<file path="config.mk">
export PLATFORM = sky130hd
export DESIGN_NAME = load_store_unit
export DESIGN_NICKNAME = d
export VERILOG_FILES = /design/src/rtl/load_store_unit.sv
export SDC_FILE = /design/constraint.sdc
export NUM_CORES = 1
export LEC_CHECK = 0
export CAP_MARGIN = 20
export CORE_MARGIN = 5
export CORE_UTILIZATION = 40
export DETAILED_ROUTE_END_ITERATION = 12
export PLACE_DENSITY = 0.77
export RECOVER_POWER = 100
export SLEW_MARGIN = 20
export SYNTH_ARGS = -nofsm -noshare
export SYNTH_HDL_FRONTEND = slang
export SYNTH_SLANG_ARGS = --single-unit
</file>
<file path="constraint.sdc">
create_clock -name clock -period 7.3 [get_ports clock]
set_clock_uncertainty 0.15 [all_clocks]
set_input_delay 1.46 -clock clock [delete_from_list [all_inputs] [get_ports clock]]
set_output_delay 1.46 -clock clock [all_outputs]
set_load 0.02 [all_outputs]
</file>
<file path="src/rtl/load_store_unit.sv">
// Load/store unit: single-beat bus master with byte/half/word access, sign/zero extension.
// Define MISALIGNED_SPLIT_EN to split word-crossing accesses into two bus phases; otherwise they are errors.
module load_store_unit (
  input  logic        clock,
  input  logic        reset,
  input  logic        req_valid,
  output logic        req_ready,
  input  logic        req_write,
  input  logic [31:0] req_address,
  input  logic [1:0]  req_size,
  input  logic        req_unsigned,
  input  logic [31:0] req_write_data,
  output logic        resp_valid,
  output logic [31:0] resp_read_data,
  output logic        resp_error,
  output logic [31:0] bus_address,
  input  logic [31:0] bus_read_data,
  output logic [31:0] bus_write_data,
  output logic [3:0]  bus_byte_enable,
  output logic        bus_read_enable,
  output logic        bus_write_enable
);

  typedef enum logic [2:0] {
    IDLE       = 3'd0,
    ACCESS_LO  = 3'd1,
    CAPTURE_LO = 3'd2,
    ACCESS_HI  = 3'd3,
    CAPTURE_HI = 3'd4,
    RESPOND    = 3'd5
  } state_t;

  state_t      r_state;
  state_t      w_next_state;
  logic        r_write;
  logic        r_unsigned;
  logic [1:0]  r_size;
  logic [31:0] r_addr;
  logic [31:0] r_wdata;
  logic [31:0] r_lo;

  logic        w_idle;
  logic        w_write;
  logic [1:0]  w_size;
  logic [31:0] w_addr;
  logic [31:0] w_wdata;
  logic [3:0]  w_mask;
  logic [31:0] w_wmasked;
  logic [7:0]  w_be8;
  logic [63:0] w_wdata64;
  logic [31:0] w_word_addr;
  logic        w_need_hi;
  logic        w_error;
  logic [55:0] w_rd56;
  logic [31:0] w_raw;
  logic [31:0] w_ext;

  // Outputs are registered from the next state, so while idle the live request is decoded.
  assign w_idle      = (r_state == IDLE);
  assign w_write     = w_idle ? req_write      : r_write;
  assign w_size      = w_idle ? req_size       : r_size;
  assign w_addr      = w_idle ? req_address    : r_addr;
  assign w_wdata     = w_idle ? req_write_data : r_wdata;
  assign req_ready   = w_idle;
  assign w_word_addr = {w_addr[31:2], 2'b00};
  assign w_be8       = {4'b0000, w_mask} << w_addr[1:0];
  assign w_wdata64   = {32'h0000_0000, w_wmasked} << {w_addr[1:0], 3'b000};

  always_comb begin
    w_mask    = 4'b0000;
    w_wmasked = 32'h0000_0000;
    case (w_size)
      2'd0: begin
        w_mask    = 4'b0001;
        w_wmasked = {24'h00_0000, w_wdata[7:0]};
      end
      2'd1: begin
        w_mask    = 4'b0011;
        w_wmasked = {16'h0000, w_wdata[15:0]};
      end
      2'd2: begin
        w_mask    = 4'b1111;
        w_wmasked = w_wdata;
      end
      default: begin
        w_mask    = 4'b0000;
        w_wmasked = 32'h0000_0000;
      end
    endcase
  end

`ifdef MISALIGNED_SPLIT_EN
  assign w_need_hi = |w_be8[7:4];
  assign w_error   = (w_size == 2'd3);
`else
  logic w_misaligned;
  assign w_misaligned = ((w_size == 2'd1) && w_addr[0]) ||
                        ((w_size == 2'd2) && (w_addr[1:0] != 2'b00));
  assign w_need_hi    = 1'b0;
  assign w_error      = (w_size == 2'd3) || w_misaligned;
`endif

  always_comb begin
    w_next_state = r_state;
    case (r_state)
      IDLE: begin
        if (req_valid) begin
          w_next_state = w_error ? RESPOND : ACCESS_LO;
        end else begin
          w_next_state = IDLE;
        end
      end
      ACCESS_LO: begin
        if (w_write) begin
          w_next_state = w_need_hi ? ACCESS_HI : RESPOND;
        end else begin
          w_next_state = CAPTURE_LO;
        end
      end
      CAPTURE_LO: w_next_state = w_need_hi ? ACCESS_HI : RESPOND;
      ACCESS_HI:  w_next_state = w_write ? RESPOND : CAPTURE_HI;
      CAPTURE_HI: w_next_state = RESPOND;
      RESPOND:    w_next_state = IDLE;
      default:    w_next_state = IDLE;
    endcase
  end

  // Little-endian reassembly: bytes 0..6 of {hi, lo} are enough for any offset.
  always_comb begin
    w_rd56 = {24'h00_0000, bus_read_data};
    if (r_state == CAPTURE_HI) begin
      w_rd56 = {bus_read_data[23:0], r_lo};
    end else begin
      w_rd56 = {24'h00_0000, bus_read_data};
    end
    case (r_addr[1:0])
      2'd0:    w_raw = w_rd56[31:0];
      2'd1:    w_raw = w_rd56[39:8];
      2'd2:    w_raw = w_rd56[47:16];
      2'd3:    w_raw = w_rd56[55:24];
      default: w_raw = w_rd56[31:0];
    endcase
    case (r_size)
      2'd0:    w_ext = r_unsigned ? {24'h00_0000, w_raw[7:0]}  : {{24{w_raw[7]}}, w_raw[7:0]};
      2'd1:    w_ext = r_unsigned ? {16'h0000, w_raw[15:0]}    : {{16{w_raw[15]}}, w_raw[15:0]};
      default: w_ext = w_raw;
    endcase
  end

  always_ff @(posedge clock or posedge reset) begin
    if (reset) begin
      r_state          <= IDLE;
      r_write          <= 1'b0;
      r_unsigned       <= 1'b0;
      r_size           <= 2'd0;
      r_addr           <= 32'h0000_0000;
      r_wdata          <= 32'h0000_0000;
      r_lo             <= 32'h0000_0000;
      resp_valid       <= 1'b0;
      resp_error       <= 1'b0;
      resp_read_data   <= 32'h0000_0000;
      bus_address      <= 32'h0000_0000;
      bus_write_data   <= 32'h0000_0000;
      bus_byte_enable  <= 4'b0000;
      bus_read_enable  <= 1'b0;
      bus_write_enable <= 1'b0;
    end else begin
      r_state <= w_next_state;
      if (w_idle && req_valid) begin
        r_write    <= req_write;
        r_unsigned <= req_unsigned;
        r_size     <= req_size;
        r_addr     <= req_address;
        r_wdata    <= req_write_data;
      end
      if (r_state == CAPTURE_LO) begin
        r_lo <= bus_read_data;
      end
      case (w_next_state)
        ACCESS_LO, CAPTURE_LO: begin
          bus_address      <= w_word_addr;
          bus_byte_enable  <= w_be8[3:0];
          bus_write_data   <= w_write ? w_wdata64[31:0] : 32'h0000_0000;
          bus_read_enable  <= ~w_write;
          bus_write_enable <= w_write && (w_next_state == ACCESS_LO);
        end
        ACCESS_HI, CAPTURE_HI: begin
          bus_address      <= w_word_addr + 32'd4;
          bus_byte_enable  <= w_be8[7:4];
          bus_write_data   <= w_write ? w_wdata64[63:32] : 32'h0000_0000;
          bus_read_enable  <= ~w_write;
          bus_write_enable <= w_write && (w_next_state == ACCESS_HI);
        end
        default: begin
          bus_address      <= 32'h0000_0000;
          bus_byte_enable  <= 4'b0000;
          bus_write_data   <= 32'h0000_0000;
          bus_read_enable  <= 1'b0;
          bus_write_enable <= 1'b0;
        end
      endcase
      // Entering RESPOND straight from IDLE can only mean a rejected request.
      if (w_next_state == RESPOND) begin
        resp_valid     <= 1'b1;
        resp_error     <= w_idle;
        resp_read_data <= (!w_write && !w_idle) ? w_ext : 32'h0000_0000;
      end else begin
        resp_valid     <= 1'b0;
        resp_error     <= 1'b0;
        resp_read_data <= 32'h0000_0000;
      end
    end
  end

endmodule
</file>
==> results.rst <==
.. list-table::
   :header-rows: 1

   * - Metric
     - Value
   * - Total leakage power
     - 6.36 nW
   * - Sum Neg Setup Slack
     - 0 ns
   * - Highest clock frequency the design can meet
     - roughly 0.19 GHz
   * - Instance area after placement
     - about 0.013 sq mm
   * - Number of fill cells in the layout
     - about 2500
   * - Outcome
     - complete, but fails checks
   * - Number of instances in the synthesized netlist
     - ~1100
   * - Setup crit end kind
     - register
   * - Clock root buffer master
     - clkbuf_16
   * - Startpoint of the lowest-slack register-to-register path
     - r_state[2]
   * - Layout Utilization
     - around 52%
   * - Initial antenna violation count
     - 4
   * - Number of gates resized after CTS
     - 0
   * - Worst IR Drop VDD
     - around 0.20 mV
   * - Synth area leaders
     - dfrtp_1 (47%), nand2_1 (9.3%), mux2i_1 (6.3%)
   * - Origin of the worst min-delay path
     - r_wdata[29]
   * - Number of global-route vias before repair
     - roughly 9300
   * - Number of max-cap violations
     - 7
   * - Maximum number of pins on one net before global-route repair
     - 111
   * - Detailed Routing Iterations Pass 1
     - 5
   * - Area fraction of the dominant cell type after synthesis
     - between 40 and 50%
   * - Post-synthesis sequential element count
     - ~210
   * - Layout cell share with drive strength beyond 1
     - 9.46%
   * - Final worst path period share
     - a little over 70%
   * - PortBufs
     - 205
   * - Number of I/O pins
     - 208
   * - Violations in the final reports
     - max-capacitance violations, max-slew violations
   * - Number of sinks driven by the clock tree
     - ~210
   * - Effective utilization at floorplan
     - between 40% and 50%
   * - Slew at the pin closest to its max-slew limit
     - between 3 and 4 ns
   * - Critical path data arrival time
     - about 5.5 ns
   * - Count of cell types in the netlist
     - around 70
   * - Remaining routing DRC violations
     - 0
   * - Via density per instance
     - about 5.7
   * - Storage cell area
     - between 0.005 and 0.006 sq mm
   * - Number of hold buffers added after cts
     - 0
   * - Number of buffers created by CTS
     - 24
   * - Number of enable flip-flop cells after synthesis
     - 0
   * - Area taken by multi-input logic gates
     - ~0.0053 sq mm
   * - Req. time, crit path
     - roughly 7.5 ns
   * - Detailed Route Iter0 Violations
     - just under 900
   * - Post-synthesis cell type with the largest combined area
     - dfrtp_1
   * - Clock slew at reported path FFs
     - around 0.060 ns
   * - Most common cell in the synthesized netlist
     - nand2_1
   * - Register-to-Register Path Depth
     - 6
   * - Max_slew headroom
     - -125%
   * - Worst flop-to-flop path endpoint
     - resp_read_data[29]
   * - Final setup violation count
     - 0
   * - Post-layout worst setup margin
     - around 2.0 ns
   * - # rows
     - 60
   * - Placed wire-length estimate
     - ~23000 um
   * - Count of warnings emitted by yosys
     - 0
   * - Number of cells in the finished layout apart from fillers
     - 1665
   * - Drt wl/cell
     - between 15 and 20 um
   * - Final net count
     - between 1000 and 1500
   * - WHS
     - between 0.3 and 0.4 ns
   * - Remaining antenna violation count after routing
     - 0
   * - Cell area after layout
     - roughly 0.014 sq mm
   * - Final max-slew violation count
     - 331
   * - Post-route minimum period
     - 5.31 ns
   * - Async set or reset register ratio after synthesis
     - 100%
   * - Most instantiated flip-flop cell in the synthesis netlist
     - dfrtp_1
   * - Clock insertion delay at the later pin of the skew report
     - around 0.53 ns
   * - Cell types with the highest counts after synthesis
     - nand2_1 (270), dfrtp_1 (205), clkbuf_1 (70), mux2i_1 (68), a21oi_1 (56)
   * - Area of the die
     - roughly 0.031 sq mm
   * - Power per standard cell area
     - approximately 450 mW/mm^2
   * - Count of buffers added by post-CTS timing repair for setup
     - 0
   * - Register-to-register setup slack
     - roughly 2 ns
   * - Average cell area after synthesis
     - between 9 and 10 sq um
   * - TritonCTS clock tree
     - done
   * - Die extent in x
     - 175 um
   * - Total standard cell area after synthesis
     - between 0.01 and 0.015 sq mm
   * - Placer congestion estimate
     - roughly 0.9
   * - Total number of H-tree levels
     - 1
   * - Worst setup path category
     - reg2reg
   * - Number of placed instances, taps included
     - roughly 1600
   * - Y dimension of the die
     - about 170 um
   * - Total Power
     - slightly above 6 mW
   * - Area overhead of the layout relative to synthesis
     - 27.8%
   * - Unrepaired setup endpoints after global routing
     - no
   * - Place WS
     - 2.28 ns
   * - Tightest Hold Check Type
     - reg2reg
   * - End point of the worst hold path
     - r_wdata[29]
   * - Critical path fanouts, max
     - just under 60
   * - Total Routing Usage GR
     - around a fifth
   * - Core area
     - 0.0269 sq mm
   * - Number of cells traversed by the worst hold path
     - 2
   * - Share of synthesized area occupied by flip-flops and latches
     - a little under half
   * - Fin. Hold Viols
     - 0
   * - Total gr overflow
     - 0
   * - Buffer depth of the longest clock path
     - 3
   * - Vias post-DR
     - about 9500
   * - Sum of routed wire length over all layers
     - ~33000 um
   * - Startpoint type of the worst setup path
     - register
   * - First-pass GRT wire length
     - 51600 um
==> cell usage in the layout, fill, tap and decap left out, drive strengths merged, types with 5 or more instances in the layout <==
master         netlist  final
o21a                 8      8
nand2              270    270
dlygate4sd3          0    105
clkdlybuf4s50        0    100
nand4                8      8
o211ai              18     18
nand3               28     28
and2                 9      9
a31oi               14     14
clkbuf              70     43
o32ai                9      9
mux2i               68     68
mux2                52     52
nor2b                6      6
inv                 24     23
and4                 5      5
buf                 16      5
nor4                 7      7
a21o                10     10
a211oi              13     13
nor3                55     55
a32o                 6      6
a21bo                5      5
o22ai               14     14
xor2                11     11
ha                   6      6
mux4                13     13
a21oi               56     56
nor2                31     31
dfrtp              205    205
o21ai               45     45
==> final cells by class <==
class	count	area share [%]
antenna	2	0.0360
tap	341	3.07
sequential	205	36.9
clock inverter	6	0.675
clock buffer	36	5.15
multi-input combinational	834	38.2
inverter	24	0.711
timing repair buffer	217	15.2
==> sequential cells by signal, indices dropped and copies added, names as in the netlist <==
| name | cells |
|---|---|
| bus_write_enable | 1 |
| r_state | 3 |
| resp_read_data | 32 |
| r_unsigned | 1 |
| bus_address | 30 |
| r_wdata | 32 |
| resp_error | 1 |
| bus_byte_enable | 4 |
| r_lo | 32 |
| resp_valid | 1 |
| r_write | 1 |
| bus_write_data | 32 |
| r_size | 2 |
| bus_read_enable | 1 |
| r_addr | 32 |
==> power by group <==
part	switching, mW	internal, mW
Combinational	1.92	1.24
Sequential	0.276	1.57
Clock	0.474	0.745
Total	2.67	3.56
==> worst max-delay path: stages (launching register included) <==
cell and delay [ns]:
dfrtp_1 0.62, nor3b_1 0.26, clkbuf_1 2.07, mux4_2 0.75, and3b_1 0.21, o211ai_1 0.74
o21ai_0 0.28
==> layer usage <==
metal / vias up / share of wire [%] / GRT usage [%] / wire length [um]
li1: 4397 / - / - / -
met1: 4565 / 41 / 27.6 / 13300
met2: 435 / 48 / 34.4 / 15800
met3: 53 / 8.7 / 4.63 / 2840
met4: 6 / 1.9 / 5.07 / 605
met5: - / 0.12 / 0 / 39
==> worst max-delay path by stage <==
stage / start / end / slack (ns) / cells past startpoint
after floorplan: reset / bus_address[10] / 0.09 / 1
after global placement: req_address[0] / bus_write_data[21] / 2.47 / 7
after detailed placement: req_address[0] / bus_write_data[21] / 2.28 / 7
after CTS: r_state[1] / req_ready / 2.23 / 3
after global routing: req_valid / r_addr[1] / 1.62 / 5
final: r_state[2] / resp_read_data[29] / 1.99 / 6
==> cell families after synthesis <==
family          count (synthesis)  share of synthesized area (%)
mux                           133                           14.3
compound gates                235                           14.4
buf+inv                       110                           4.07
fa+ha+maj                       6                          0.691
flops                         205                           47.2
xor+xnor                       15                           1.21
simple gates                  443                           18.0
other cells                     1                         0.0345
(Power assumes the default switching activity.)
